<file path="src/rtl/control_cmd_decoder.sv">
// control_cmd_decoder
// -------------------------------------------------------------------------
// Front-end command stage for control_register. It frames a byte stream
// from the serial receiver into checked commands, issues single write or
// read transactions to control_register, and returns response bytes to
// the serial transmitter.
//
// Frame format: SYNC_BYTE, HDR = {op[7:6], addr[5:0]}, [DATA if op=00], CSUM
//   CSUM = HDR ^ DATA for writes, HDR alone for reads and pings.
//   op: 00 write, 01 read, 10 ping (answers 8'h5A), 11 reserved (error).
//
// Optional build macro: CMD_ACK_EN
//   defined   : a completed write answers 8'h5A, a checksum mismatch answers 8'hEE
//   undefined : a completed write and a checksum mismatch both return silently to IDLE
//
// Ports:
//   CLK        clock, rising edge
//   RST        synchronous active-high reset
//   rx_data    received byte               rx_valid  byte valid
//   rx_ready   decoder accepts a byte this cycle
//   cr_wen     write request               cr_ren    read request
//   cr_addr    register address            cr_wdata  write data
//   cr_ack     write accepted (may be same cycle as cr_wen)
//   cr_rdata   read data                   cr_rvalid read data valid
//   tx_data    response byte               tx_valid  response valid
//   tx_ready   transmitter accepts the response
//   err_count  saturating frame-error counter
// -------------------------------------------------------------------------
module control_cmd_decoder #(
    parameter logic [7:0] SYNC_BYTE      = 8'hA5,
    parameter int         TIMEOUT_CYCLES = 1024,
    parameter int         ADDR_W         = 6,
    parameter int         DATA_W         = 8
) (
    input  logic              CLK,
    input  logic              RST,
    input  logic [7:0]        rx_data,
    input  logic              rx_valid,
    output logic              rx_ready,
    output logic              cr_wen,
    output logic              cr_ren,
    output logic [ADDR_W-1:0] cr_addr,
    output logic [DATA_W-1:0] cr_wdata,
    input  logic              cr_ack,
    input  logic [DATA_W-1:0] cr_rdata,
    input  logic              cr_rvalid,
    output logic [7:0]        tx_data,
    output logic              tx_valid,
    input  logic              tx_ready,
    output logic [7:0]        err_count
);

    localparam int              TO_W    = $clog2(TIMEOUT_CYCLES);
    localparam logic [TO_W-1:0] TO_LAST = TO_W'(TIMEOUT_CYCLES - 1);
    localparam logic [7:0]      RESP_OK = 8'h5A;
`ifdef CMD_ACK_EN
    localparam logic [7:0]      RESP_NAK = 8'hEE;
`endif

    typedef enum logic [2:0] {
        S_IDLE    = 3'd0,
        S_HDR     = 3'd1,
        S_DATA    = 3'd2,
        S_CSUM    = 3'd3,
        S_ISSUE_W = 3'd4,
        S_ISSUE_R = 3'd5,
        S_RESP    = 3'd6
    } state_t;

    state_t              r_state;
    logic [1:0]          r_op;
    logic [7:0]          r_hdr;
    logic [7:0]          r_dat;
    logic [TO_W-1:0]     r_to_cnt;
    logic                r_cr_wen;
    logic                r_cr_ren;
    logic [ADDR_W-1:0]   r_cr_addr;
    logic [DATA_W-1:0]   r_cr_wdata;
    logic [7:0]          r_tx_data;
    logic                r_tx_valid;
    logic [7:0]          r_err_count;

    logic                w_rx_ready;
    logic                w_accept;
    logic [7:0]          w_csum_exp;
    logic                w_csum_ok;

    // Saturating increment for the error counter.
    function automatic logic [7:0] sat_inc(input logic [7:0] v);
        return (v == 8'hFF) ? v : v + 8'd1;
    endfunction

    // Expected checksum: writes cover HDR and DATA, everything else HDR only.
    function automatic logic [7:0] frame_csum(input logic [1:0] op,
                                              input logic [7:0] hdr,
                                              input logic [7:0] dat);
        return (op == 2'b00) ? (hdr ^ dat) : hdr;
    endfunction

    // The decoder only takes bytes while it is collecting a frame.
    assign w_rx_ready = (r_state == S_IDLE) || (r_state == S_HDR) ||
                        (r_state == S_DATA) || (r_state == S_CSUM);
    assign w_accept   = rx_valid && w_rx_ready;
    assign w_csum_exp = frame_csum(r_op, r_hdr, r_dat);
    assign w_csum_ok  = (rx_data == w_csum_exp);

    // Frame FSM, inter-byte timeout, transaction issue and response outputs.
    always_ff @(posedge CLK) begin
        if (RST) begin
            r_state     <= S_IDLE;
            r_op        <= 2'b00;
            r_hdr       <= 8'h00;
            r_dat       <= 8'h00;
            r_to_cnt    <= '0;
            r_cr_wen    <= 1'b0;
            r_cr_ren    <= 1'b0;
            r_cr_addr   <= '0;
            r_cr_wdata  <= '0;
            r_tx_data   <= 8'h00;
            r_tx_valid  <= 1'b0;
            r_err_count <= 8'h00;
        end else begin
            // Timeout counter only runs inside a frame; frame states override.
            r_to_cnt <= '0;
            case (r_state)
                S_IDLE: begin
                    // Non-sync bytes are dropped silently while hunting.
                    if (w_accept && (rx_data == SYNC_BYTE)) begin
                        r_state <= S_HDR;
                    end else begin
                        r_state <= S_IDLE;
                    end
                end

                S_HDR, S_DATA, S_CSUM: begin
                    if (w_accept) begin
                        case (r_state)
                            S_HDR: begin
                                r_hdr     <= rx_data;
                                r_op      <= rx_data[7:6];
                                r_cr_addr <= ADDR_W'(rx_data[5:0]);
                                case (rx_data[7:6])
                                    2'b00:   r_state <= S_DATA;
                                    2'b01:   r_state <= S_CSUM;
                                    2'b10:   r_state <= S_CSUM;
                                    default: begin
                                        r_state     <= S_IDLE;
                                        r_err_count <= sat_inc(r_err_count);
                                    end
                                endcase
                            end
                            S_DATA: begin
                                r_dat      <= rx_data;
                                r_cr_wdata <= DATA_W'(rx_data);
                                r_state    <= S_CSUM;
                            end
                            S_CSUM: begin
                                if (w_csum_ok) begin
                                    case (r_op)
                                        2'b00: begin
                                            r_cr_wen <= 1'b1;
                                            r_state  <= S_ISSUE_W;
                                        end
                                        2'b01: begin
                                            r_cr_ren <= 1'b1;
                                            r_state  <= S_ISSUE_R;
                                        end
                                        default: begin
                                            // Ping: answer immediately.
                                            r_tx_data  <= RESP_OK;
                                            r_tx_valid <= 1'b1;
                                            r_state    <= S_RESP;
                                        end
                                    endcase
                                end else begin
                                    r_err_count <= sat_inc(r_err_count);
`ifdef CMD_ACK_EN
                                    r_tx_data  <= RESP_NAK;
                                    r_tx_valid <= 1'b1;
                                    r_state    <= S_RESP;
`else
                                    r_state    <= S_IDLE;
`endif
                                end
                            end
                            default: r_state <= S_IDLE;
                        endcase
                    end else if (r_to_cnt == TO_LAST) begin
                        // Sender stalled mid-frame: abandon the partial frame.
                        r_state     <= S_IDLE;
                        r_err_count <= sat_inc(r_err_count);
                    end else begin
                        r_to_cnt <= r_to_cnt + {{(TO_W-1){1'b0}}, 1'b1};
                    end
                end

                S_ISSUE_W: begin
                    // Address and data stay put until the register accepts.
                    if (cr_ack) begin
                        r_cr_wen <= 1'b0;
`ifdef CMD_ACK_EN
                        r_tx_data  <= RESP_OK;
                        r_tx_valid <= 1'b1;
                        r_state    <= S_RESP;
`else
                        r_state    <= S_IDLE;
`endif
                    end else begin
                        r_state <= S_ISSUE_W;
                    end
                end

                S_ISSUE_R: begin
                    if (cr_rvalid) begin
                        r_cr_ren   <= 1'b0;
                        r_tx_data  <= 8'(cr_rdata);
                        r_tx_valid <= 1'b1;
                        r_state    <= S_RESP;
                    end else begin
                        r_state <= S_ISSUE_R;
                    end
                end

                S_RESP: begin
                    if (tx_ready) begin
                        r_tx_valid <= 1'b0;
                        r_state    <= S_IDLE;
                    end else begin
                        r_state <= S_RESP;
                    end
                end

                default: begin
                    r_state    <= S_IDLE;
                    r_cr_wen   <= 1'b0;
                    r_cr_ren   <= 1'b0;
                    r_tx_valid <= 1'b0;
                end
            endcase
        end
    end

    assign rx_ready  = w_rx_ready;
    assign cr_wen    = r_cr_wen;
    assign cr_ren    = r_cr_ren;
    assign cr_addr   = r_cr_addr;
    assign cr_wdata  = r_cr_wdata;
    assign tx_data   = r_tx_data;
    assign tx_valid  = r_tx_valid;
    assign err_count = r_err_count;

endmodule

</file>
<file path="config.mk">
export PLATFORM = sky130hd
export DESIGN_NAME = control_cmd_decoder
export DESIGN_NICKNAME = d
export VERILOG_FILES = /design/src/rtl/control_cmd_decoder.sv
export SDC_FILE = /design/constraint.sdc
export NUM_CORES = 1
export LEC_CHECK = 0
export BUFFER_PORTS_ARGS = -buffer_cell sky130_fd_sc_hd__buf_2
export CAP_MARGIN = 20
export CORE_ASPECT_RATIO = 1.25
export CORE_MARGIN = 5
export CORE_UTILIZATION = 50
export DETAILED_ROUTE_END_ITERATION = 16
export GPL_ROUTABILITY_DRIVEN = 0
export GPL_TIMING_DRIVEN = 0
export PLACE_DENSITY_LB_ADDON = 0.1
export SETUP_SLACK_MARGIN = 0.05
export SYNTH_ARGS = -nofsm -noshare
export SYNTH_HDL_FRONTEND = slang
export SYNTH_SLANG_ARGS = --single-unit
</file>
<file path="constraint.sdc">
create_clock -name CLK -period 3.34 [get_ports CLK]
set_clock_uncertainty 0.1 [all_clocks]
set_input_delay 0.167 -clock CLK [delete_from_list [all_inputs] [get_ports CLK]]
set_output_delay 0.167 -clock CLK [all_outputs]
set_load 0.05 [all_outputs]
</file>
==> results by group <==
Drt
  • DR WL met3: ~370 µm
  • WL met1: 2590 µm
  • DR WL met2: approximately 2900 µm
  • Routed wire per std cell: 14.4 µm
  • Detail-routed via count per cell: roughly 5.6
  • Via count: 2306
  • Max layer used: met4
  • Final ANT Viol Nets: 0
  • Drt pass-1 iters: 4
  • # DRC: 0
  • Total routed wirelength: slightly below 6000 µm
  • DR iter-0 viols: between 100 and 150

Pwr
  • VDD IR max: 239 µV
  • Pwr dens: 325 nW/µm²
  • Comb power frac: ~5.3%
  • Switching share of power: 22.7%
  • Clock share of power: 36.4%
  • Static Leak: 1.23 nW
  • Net Sw Power: 0.223 mW
  • Internal power: around 0.76 mW
  • Reg power frac: between 50% and 60%

Critical path
  • Critical path arrival: 2470 ps
  • Setup CP Type: flip-flop to flip-flop
  • Worst stage delay on the critical path: 470 ps
  • Setup crit end kind: flip-flop
  • Element type at the critical path start: flip-flop
  • CP cell instances: ha_1, and4_4, nand3_4, a2111oi_4, nand2_2, nor3_1, mux2_4
  • Critical Path RT: 3430 ps
  • Max Fanout on Critical Path: 5
  • Critical path's slowest cell: a2111oi_4

Yosys
  • Mapped Avg Cell Area: 8.87 µm²
  • Fraction of the yosys area taken by sequential cells: 37.4%
  • Area contributors post-synth: dfxtp_1 (37%), nand2_1 (5.1%), nor2_1 (4.4%), a21oi_1 (3.9%), xor2_1 (3.7%)
  • Top_reg_cell synth: dfxtp_1
  • EDFF count, synth: 0
  • Yosys warning count: 0
  • Simple-gate area share of the yosys netlist: 27.2%
  • Post-synth net total: 316
  • Top cell type's share of synthesized area: 37.4%
  • Flops & latches, synth: 48
  • Largest family of logic cells by synthesized area: simple AND/OR/NAND/NOR gates
  • Post-synth top area cell: dfxtp_1
  • Synth Area in Adders: around 2%
  • Post-Syn Area: 2570 µm²
  • Synth Area in XOR/XNOR: 6.47%
  • Compound-Gate Fraction of Synth Area: approximately 16%
  • Multiplexer area fraction after synthesis: 5.54%
  • Fraction of registers with async set/reset: 0%
  • Mapped Cells: 290
  • Post-synth cell types: 58

STA
  • Max_slew headroom: roughly 30%
  • Final setup fails: 0
  • RSZ-0062 raised after global routing: no
  • F_max: 421 MHz
  • Period Utilization, post-route: between 70% and 80%
  • PnR worst setup slack: 966 ps
  • Slew @ Worst Pin: between 1000 and 1500 ps
  • Max Slew Vio Count: 0
  • Hold Vio Cnt, Final: 0
  • Fin Setup TNS: 0 ps
  • Final Critical Period: 2370 ps

Clock network
  • Worst-skew pair later-pin latency: 300 ps
  • Clock transition at path regs: around 90 ps
  • CTS tree: done
  • Setup Fix Bufs, Post-CTS: 0
  • # hold bufs at CTS: 0
  • CTS Buf Count: 5
  • Clock Sinks: 48
  • CTS root buffer: clkbuf_8
  • Post-cts resize count: 0
  • Htree depth: 2
  • Clock Tree Buf Depth: 2

Placed design
  • Post-DP HPWL: between 4000 and 5000 µm
  • Dpl ws: 968 ps
  • # port buffers: 55

Run
  • Max Cap Viol: 0

Final layout
  • Diodes inserted: 0
  • Fill count: 481
  • Synthesis-to-layout area growth: 17.3%
  • Layout cell share with drive strength beyond 1: 26.1%
  • Final net count: 378

Floorplanning
  • Floorplan row count: 29
  • Die width: 74.2 µm
  • Die Y: approximately 90 µm
  • Core ar.: 5040 µm²
  • Number of top-level pins: 56
  • Initial core utilization: 51.0%
  • Die ar.: 6690 µm²

GRT
  • GRT Total Usage: approximately 18%
  • Largest net degree at the start of global routing: 15
  • First-pass GRT wire length: 10100 µm
  • Gr ovfl total: 0
  • Vias in the first global route: 2204
  • Initial antenna violation count: 0

Outcome
  • Outcome: finished, final reports clean

Worst hold path
  • Min-delay worst type: primary input to flip-flop
synthesized netlist by cell type (all sizes together), types with 7 or more instances:
cell type  instances
o21ai             11
inv                7
nand3              8
mux2i              9
a21oi             20
xor2              11
nor2              30
buf               13
nand2             36
nand4              9
xnor2              8
dfxtp             48
cell type report:
class                           instances  area, µm²  area share, %
Inverter                                8       30.0          0.995
Tap cell                               62       77.6           2.57
Clock inverter                          2       10.0          0.332
Multi-Input combinational cell        216       1460           48.5
Timing Repair Buffer                   55        275           9.12
Buffer                                 18        118           3.90
Sequential cell                        48        961           31.8
Clock buffer                            6       82.6           2.74
layer usage:
layer	vias to the layer above	global-route usage, %
li1	1160	-
met1	1077	23.6
met2	62	30.3
met3	7	3.79
met4	0	6.34
met5	-	0
power by group through the flow:
| stage | combinational (mW) | clock (mW) | sequential, mW |
|---|---|---|---|
| 2_1_floorplan | 0.0259 | 0 | 0.585 |
| 3_3_place_gp | 0.0513 | 0 | 0.585 |
| 3_5_place_dp | 0.0516 | 0 | 0.585 |
| 4_1_cts | 0.0518 | 0.369 | 0.572 |
| 5_1_grt | 0.0564 | 0.396 | 0.572 |
| 6_report | 0.0518 | 0.356 | 0.572 |
layout by cell type (no fill, tap or decap), types with 8 or more instances in the layout:
master,synthesis,final
a21oi_1,20,20
nand4_1,8,8
xor2_1,11,11
nor2_1,30,30
mux2i_1,9,9
xnor2_1,8,8
buf_2,1,56
nand2_1,35,35
dfxtp_1,48,48
flip-flops by register name (all words and copies together), names as in the netlist:
| register | flops |
|---|---|
| err_count | 8 |
| tx_data | 8 |
| r_op | 2 |
| cr_ren | 1 |
| r_to_cnt | 10 |
| r_state | 3 |
| r_hdr | 6 |
| cr_wdata | 8 |
| cr_wen | 1 |
| tx_valid | 1 |
cells by family after synthesis:
logic type | after synthesis
compound gates | 58
xor+xnor | 19
fa+ha+maj | 4
buf+inv | 26
flops | 48
mux | 13
simple gates | 122
critical path, delay by kind of cell, from the launching register on:
| family | cells | cell delay (ps) |
|---|---|---|
| and+or+nand+nor | 4 | 760 |
| adders and majority gates | 1 | 220 |
| AOI/OAI and AO/OA | 1 | 470 |
| DFF | 1 | 390 |
| muxes | 1 | 330 |
stage by stage:
stage / power [mW] / util [%] / cell area (µm²) / instances / hold slack, ps
6_report: 0.980 / 59.8 / 3020 / 415 / 23.5
3_5_place_dp: 0.637 / 58.0 / 2930 / 407 / 351
2_1_floorplan: 0.611 / - / 2570 / 290 / 203
5_1_grt: 1.02 / 59.8 / 3020 / 415 / 19.9
4_1_cts: 0.992 / 59.8 / 3020 / 415 / 20.0
3_3_place_gp: 0.637 / 58.0 / 2930 / 407 / 351
path summary, 6_finish.rpt:
kind	start	endpoint	slack (ps)	cells past startpoint
max	r_to_cnt[0]	err_count[4]	970	7
min	rx_data[0]	r_hdr[0]	20	3
max reg2reg	r_to_cnt[0]	err_count[4]	970	7
min reg2reg	r_to_cnt[0]	r_to_cnt[0]	380	1
Note: power is estimated with default switching activity, not from simulation.
